<file path="config.mk">
export PLATFORM = sky130hd
export DESIGN_NAME = tdm_demux4
export DESIGN_NICKNAME = d
export VERILOG_FILES = /design/src/rtl/tdm_pkg.sv /design/src/rtl/tdm_slot_ctr.sv /design/src/rtl/tdm_demux4.sv
export SDC_FILE = /design/constraint.sdc
export NUM_CORES = 1
export LEC_CHECK = 0
export CAP_MARGIN = 20
export CORE_MARGIN = 2
export CORE_UTILIZATION = 30
export CTS_CLUSTER_DIAMETER = 40
export DETAILED_ROUTE_END_ITERATION = 6
export PLACE_DENSITY = 0.51
export SLEW_MARGIN = 20
export SYNTH_ARGS = -nofsm -noshare
export SYNTH_HDL_FRONTEND = slang
export SYNTH_SLANG_ARGS = --single-unit
export TNS_END_PERCENT = 50
</file>
<file path="constraint.sdc">
create_clock -name i_clk -period 2.2 [get_ports i_clk]
set_input_delay 0.44 -clock i_clk [delete_from_list [all_inputs] [get_ports i_clk]]
set_output_delay 0.44 -clock i_clk [all_outputs]
set_load 0.02 [all_outputs]
</file>
<file path="src/rtl/tdm_pkg.sv">
// Shared types and constants for the framed 4-slot TDM demultiplexer.
package tdm_pkg;

   typedef enum logic {HUNT, LOCKED} state_t;

   localparam int NUM_LANES      = 4;
   localparam int MISS_W         = 3;
   localparam int DEF_MISS_LIMIT = 2;

   typedef logic [1:0]        slot_t;
   typedef logic [MISS_W-1:0] miss_t;

endpackage

</file>
<file path="src/rtl/tdm_slot_ctr.sv">
// Slot counter: increments mod 4, loads 1 on an accepted slot-0 sample, clears on drop.
module tdm_slot_ctr
   import tdm_pkg::*;
(
   input  logic  i_clk,
   input  logic  i_rst_n,
   input  logic  i_clr,
   input  logic  i_load1,
   input  logic  i_inc,
   output slot_t o_slot
);

   slot_t r_slot;

   always_ff @(posedge i_clk or negedge i_rst_n) begin
      if (!i_rst_n)     r_slot <= '0;
      else if (i_clr)   r_slot <= '0;
      else if (i_load1) r_slot <= slot_t'(1);
      else if (i_inc)   r_slot <= r_slot + slot_t'(1);
   end

   assign o_slot = r_slot;

endmodule

</file>
<file path="src/rtl/tdm_demux4.sv">
// Framed 4-slot TDM demultiplexer with frame-lock tracking; all outputs registered.
module tdm_demux4
   import tdm_pkg::*;
#(
   parameter int MISS_LIMIT = DEF_MISS_LIMIT
) (
   input  logic       i_clk,
   input  logic       i_rst_n,
   input  logic       i_en,
   input  logic       i_din,
   input  logic       i_fs,
   output logic       o_a,
   output logic       o_b,
   output logic       o_c,
   output logic       o_d,
   output logic       o_valid,
   output logic       o_lock,
   output logic       o_err,
   output logic [1:0] o_slot
);

   state_t                 r_state;
   miss_t                  r_miss;
   logic [2:0]             r_shadow;
   logic [NUM_LANES-1:0]   r_lane;
   logic                   r_valid;
   logic                   r_lock;
   logic                   r_err;

   slot_t w_slot;
   miss_t w_miss_nxt;
   logic  w_locked_en;
   logic  w_sync_ok;
   logic  w_frame_err;
   logic  w_drop;
   logic  w_take0;
   logic  w_take_mid;
   logic  w_complete;

   // Per-sample decode; shared by the FSM and the slot counter controls.
   always_comb begin
      w_miss_nxt  = r_miss + miss_t'(1);
      w_locked_en = i_en && (r_state == LOCKED);
      w_sync_ok   = i_en && i_fs && ((r_state == HUNT) || (w_slot == 2'd0));
      w_frame_err = w_locked_en && ((w_slot == 2'd0) ? !i_fs : i_fs);
      w_drop      = w_frame_err && (w_miss_nxt >= miss_t'(MISS_LIMIT));
      w_take0     = w_sync_ok || (w_frame_err && !w_drop);
      w_take_mid  = w_locked_en && !i_fs && ((w_slot == 2'd1) || (w_slot == 2'd2));
      w_complete  = w_locked_en && !i_fs && (w_slot == 2'd3);
   end

   tdm_slot_ctr u_slot_ctr (
      .i_clk   (i_clk),
      .i_rst_n (i_rst_n),
      .i_clr   (w_drop),
      .i_load1 (w_take0),
      .i_inc   (w_take_mid || w_complete),
      .o_slot  (w_slot)
   );

   always_ff @(posedge i_clk or negedge i_rst_n) begin
      if (!i_rst_n) begin
         r_state  <= HUNT;
         r_miss   <= '0;
         r_shadow <= '0;
         r_lane   <= '0;
         r_valid  <= 1'b0;
         r_lock   <= 1'b0;
         r_err    <= 1'b0;
      end else begin
         r_valid <= w_complete;
         r_err   <= w_frame_err;
         if (w_sync_ok) begin
            r_state <= LOCKED;
            r_lock  <= 1'b1;
            r_miss  <= '0;
         end else if (w_drop) begin
            r_state <= HUNT;
            r_lock  <= 1'b0;
            r_miss  <= '0;
         end else if (w_frame_err) begin
            r_miss  <= w_miss_nxt;
         end
         if (w_take0) r_shadow[0] <= i_din;
         if (w_take_mid) begin
            if (w_slot == 2'd1) r_shadow[1] <= i_din;
            else                r_shadow[2] <= i_din;
         end
         if (w_complete) r_lane <= {i_din, r_shadow};
      end
   end

   assign o_a     = r_lane[0];
   assign o_b     = r_lane[1];
   assign o_c     = r_lane[2];
   assign o_d     = r_lane[3];
   assign o_valid = r_valid;
   assign o_lock  = r_lock;
   assign o_err   = r_err;
   assign o_slot  = w_slot;

endmodule

</file>
# Word-level counts from Yosys, hierarchy flattened
# Cells that the tools add are included.
[op_classes]
n_eq_ne = 3
reduce_logical = 21
order_cmp = 1
mux = 9
bitwise = 2
add_sub_neg = 2
[ops]
columns = ["op", "count"]
rows = [
  ["$logic_and 1x1->1", 9],
  ["$mux 3", 3],
  ["$mux 2", 3],
  ["$reduce_bool 3->1", 2],
  ["$eq 2x2->1 const B", 2],
  ["$logic_or 1x1->1", 4],
  ["$reduce_and 2->1", 2],
  ["$add 3x1->3 const B", 1],
  ["$ge 3x2->1 const B", 1],
  ["$mux 1", 3],
  ["$add 2x1->2 const B", 1],
  ["$eq 2x1->1 const B", 1],
  ["$logic_not 1->1", 2],
  ["$logic_not 2->1", 1],
  ["$not 1->1", 2],
  ["$reduce_bool 2->1", 1],
]
[totals]
in_bits = 5
out_inout_bits = 9
regBits = 15

# Depth between registers and ports, before layout
[logic_depth]
word_depth = 9
mapped_depth = 7

# Cells and area by module
# A second synthesis with hierarchy kept.
[unflattened]
hier_cells = 69
hier_area_um2 = 828.3
[modules_own_cells]
columns = ["mod", "instances", "area_per_inst_um2", "seq_area_each_um2", "cells_each"]
rows = [
  ["tdm_demux4", 1, 730.7, 325.3, 61],
  ["tdm_slot_ctr", 1, 97.6, 50.0, 8],
]

# Least setup slack after synthesis
# OpenSTA, ideal clock, no wires.
[synth_timing]
kind = "register to register"
start = "register u_slot_ctr.r_slot[0], in the netlist u_slot_ctr.o_slot[0]"
end = "register r_shadow[0]"
arrival_ns = 1.626
stages_incl_launch_ff = 7
slack_ns = 0.449
setup_time_ns = 0.125
cell_sequence = "dfrtp_1 -> inv_1 -> ha_1 -> xnor2_1 -> or2_4 -> o21bai_1 -> mux2_2"
[synth_between]
elab_chain_cells = 7
word_cells_on_any_way = 9
cone_classes = "mux (1); reduce/logical (8)"
[synth_lines]
columns = ["item", "line", "source"]
rows = [
  ["start: declaration", "tdm_slot_ctr.sv:13", "slot_t r_slot;"],
  ["start signal: assignment", "tdm_slot_ctr.sv:18", "else if (i_load1) r_slot <= slot_t'(1);"],
  ["start signal: assignment", "tdm_slot_ctr.sv:19", "else if (i_inc) r_slot <= r_slot + slot_t'(1);"],
  ["$logic_not 2->1 (*)", "tdm_demux4.sv:44, tdm_demux4.sv:45", ""],
  ["$mux 1", "tdm_demux4.sv:45", "w_frame_err = w_locked_en && ((w_slot == 2'd0) ? !i_fs : i_fs);"],
  ["$logic_and 1x1->1", "tdm_demux4.sv:45", ""],
  ["$logic_and 1x1->1", "tdm_demux4.sv:46", "w_drop = w_frame_err && (w_miss_nxt >= miss_t'(MISS_LIMIT));"],
  ["$logic_not 1->1", "tdm_demux4.sv:47", "w_take0 = w_sync_ok || (w_frame_err && !w_drop);"],
  ["$logic_and 1x1->1", "tdm_demux4.sv:47", ""],
  ["$logic_or 1x1->1 (*)", "tdm_demux4.sv:47", ""],
  ["end signal: assignment", "tdm_demux4.sv:84", "if (w_take0) r_shadow[0] <= i_din;"],
  ["end: declaration", "tdm_demux4.sv:24", "logic [2:0] r_shadow;"],
]
# Every way passes the cells marked *; elsewhere a longest branch is shown, timed or not.
# A chain may end at the register's enable or synchronous reset.

# Worst setup path in the final report
[layout_timing]
start = "register r_lock, in the netlist o_lock"
end = "output o_lock"
[layout_lines]
columns = ["item", "line", "source"]
rows = [
  ["start: declaration", "tdm_demux4.sv:27", "logic r_lock;"],
  ["start signal: assignment", "tdm_demux4.sv:68", "r_lock <= 1'b0;"],
  ["start signal: assignment", "tdm_demux4.sv:75", "r_lock <= 1'b1;"],
  ["start signal: assignment", "tdm_demux4.sv:79", "r_lock <= 1'b0;"],
  ["end: declaration", "tdm_demux4.sv:17", "output logic o_lock,"],
]
# No word-level cell between the ends.

==> flow_metrics.py <==
metrics = {
    "yosys": {
        "yosys_register_bits": 15,
        "ys_seq_area_share_pct": 53.1,
        "synth_fp_nets": 78,
        "ys_warn_count": 0,
        "postSynthAreaPerCell_um2": 10.4,
        "netlist_instances": 68,
        "synth_cell_type_count": 18,
        "syn_area_um2": 707,
    },
    "placed_design": {
        "place_ws_ns": 0.221,
        "finalWeightedCongestion": 0.681,
        "io_buffers": 13,
        "dpl.hpwl_um": 925,
    },
    "critical_path": {
        "arrival_ns": 1.37,
        "worst-path-buf-inv": 1,
        "r2r_end": "r_shadow[0]",
        "ff2ff_path_depth": 6,
        "r2r_start": "u_slot_ctr.o_slot[0]",
        "crit_family": "buffers and inverters",
        "critPathMaxStageDelay_ns": 0.64,
        "startpoint_type": "flip-flop",
        "crit_path_start": "o_lock",
        "cp_max_fo": 7,
        "worstSetupPathType": "flip-flop to output port",
        "crit_path_end_kind": "output port",
        "crit_chain": "clkdlybuf4s50_1",
        "r2r_slack_ns": 0.47,
        "crit_slowest_cell": "clkdlybuf4s50_1",
        "required_ns": 1.76,
    },
    "global_routing": {
        "grt-ovfl-total": 0,
        "antenna_found_initial": 0,
        "grt_max_degree": 16,
        "grt_pass1_wl_um": 2340,
        "grt_pass1_vias": 532,
        "grt.total_usage_pct": 12.0,
    },
    "sta": {
        "min_period_ns": 1.81,
        "rsz0062_at_grt": "false",
        "finalCritPeriodShare_pct": 82.4,
        "hold_viol": 0,
        "worst_slack_ns": 0.387,
        "slew_viol_final": 0,
        "finalSetupTns_ns": 0,
        "max_freq_ghz": 0.551,
        "relSlewSlack_pct": 81.7,
        "setup_viol": 0,
        "skew_ns": 0.000777,
        "tightest_slew_ns": 0.275,
    },
    "flow_run": {
        "drv_cap": 0,
    },
    "final_layout": {
        "antenna_cells": 0,
        "area_growth_pct": 29.4,
        "fillCellCount": 227,
        "final_cell_mix": "nand2_1 (19), dfrtp_1 (15), clkdlybuf4s50_1 (13)",
        "nNetsFinal": 98,
        "layout_commonest_cell": "nand2_1",
        "drive_gt1_share_pct": 13.8,
    },
    "outcome": {
        "run_status": "complete, no violations",
    },
    "drt": {
        "vias": 494,
        "via_per_inst": 4.30,
        "drtAntennaViolNets": 0,
        "drt-wirelength-per-cell_um": 10.9,
        "drc": 0,
        "first_pass_iters": 4,
        "drtIter0Drc": 6,
        "finalWirelength_um": 1250,
    },
    "clock_network": {
        "cts_inserted_buffers": 3,
        "cts_root_buffer": "clkbuf_4",
        "clock-sinks": 15,
        "tritoncts": "yes",
        "clk_latency_ns": 0.28,
        "ctsHoldBuffers": 0,
        "clockBufferDepth": 2,
        "htreeDepth": 1,
        "post_cts_resized": 0,
        "post_cts_buffers": 0,
        "path_clk_slew_ns": 0.09,
    },
    "worst_hold_path": {
        "hold_path_class": "primary input to asynchronous set/reset pin",
    },
    "pwr": {
        "finalPower_w": 0.00108,
        "ir_drop_uv": 440,
        "p_leak_nw": 0.453,
        "powerDensity_nw_per_um2": 1180,
    },
    "die": {
        "die-area_um2": 2760,
        "die_x_um": 52.5,
        "die_h_um": 52.5,
        "ios": 14,
        "core_area_um2": 2210,
        "start_util_pct": 32.0,
        "rows": 17,
    },
}
## cell type report
class	instances	area (µm²)	area share (%)
timing repair buffer	15	145	15.9
sequential	15	375	41.0
clock buffer	3	22.5	2.46
multi-input combinational	46	305	33.4
tap	28	35.0	3.83
inverter	7	26.3	2.87
clock inverter	1	5.00	0.547
## synth_stat cells
master    number  area [µm²]
nor2_1         2        7.51
a21oi_2        1        8.76
a21o_2         1        8.76
a21oi_1        2        10.0
and2_1         1        6.26
dfrtp_1       15         375
nand3b_1       1        7.51
a21boi_0       2        15.0
ha_1           5        62.6
inv_1          7        26.3
or3_1          1        6.26
nand4b_1       2        17.5
a21o_1         1        7.51
xnor2_1        3        26.3
o21bai_1       1        7.51
mux2_2         3        33.8
or2_4          1        8.76
nand2_1       19        71.3
## flip-flops by register name, indices dropped and copies added (netlist names)
register / flops
r_lane: 4
r_miss: 3
r_shadow: 3
u_slot_ctr.o_slot: 2
o_err: 1
o_lock: 1
o_valid: 1
## cell families (layout without fill, tap and decap cells)
logic type	count (synthesis)	count (layout)	share of synthesized area (%)
AO/OA/AOI/OAI	8	8	8.14
XOR/XNOR	3	3	3.72
adder cells (fa/ha/maj)	5	5	8.85
buffers and inverters	7	26	3.72
flip-flops	15	15	53.1
multiplexers	3	3	4.78
AND/OR/NAND/NOR	27	27	17.7
## stage by stage
stage / hold WS, ns / utilization (%) / area (µm²) / std cells
3_5_place_dp: 0.460 / 40.1 / 887 / 111
6_report: 0.463 / 41.3 / 915 / 115
5_1_grt: 0.476 / 41.3 / 915 / 115
3_3_place_gp: 0.457 / 40.1 / 887 / 111
4_1_cts: 0.459 / 41.3 / 915 / 115
2_1_floorplan: 0.144 / - / 707 / 68
## report_power, final
group | switching, W | internal (W)
Combinational | 0.000236 | 0.000244
Clock | 0.0000921 | 0.0000674
Sequential | 0.0000709 | 0.000373
Total | 0.000399 | 0.000684
## how the worst max path moves through the flow
stage                       end  slack [ns]  cells after the start
detailed placement  r_shadow[0]        0.22                      5
global route             o_lock        0.31                      1
floorplan           r_shadow[0]        0.45                      6
global placement    r_shadow[0]        0.25                      5
CTS                      o_lock        0.35                      1
finish                   o_lock        0.39                      1
## layer usage
layer  share of wire (%)  global-route usage, %
met1                  49                   16.4
met3                 2.2                   2.57
met4                 1.3                   6.41
met5                   0                      0
met2                  47                   17.5
Power figures use the tool's default switching activity.
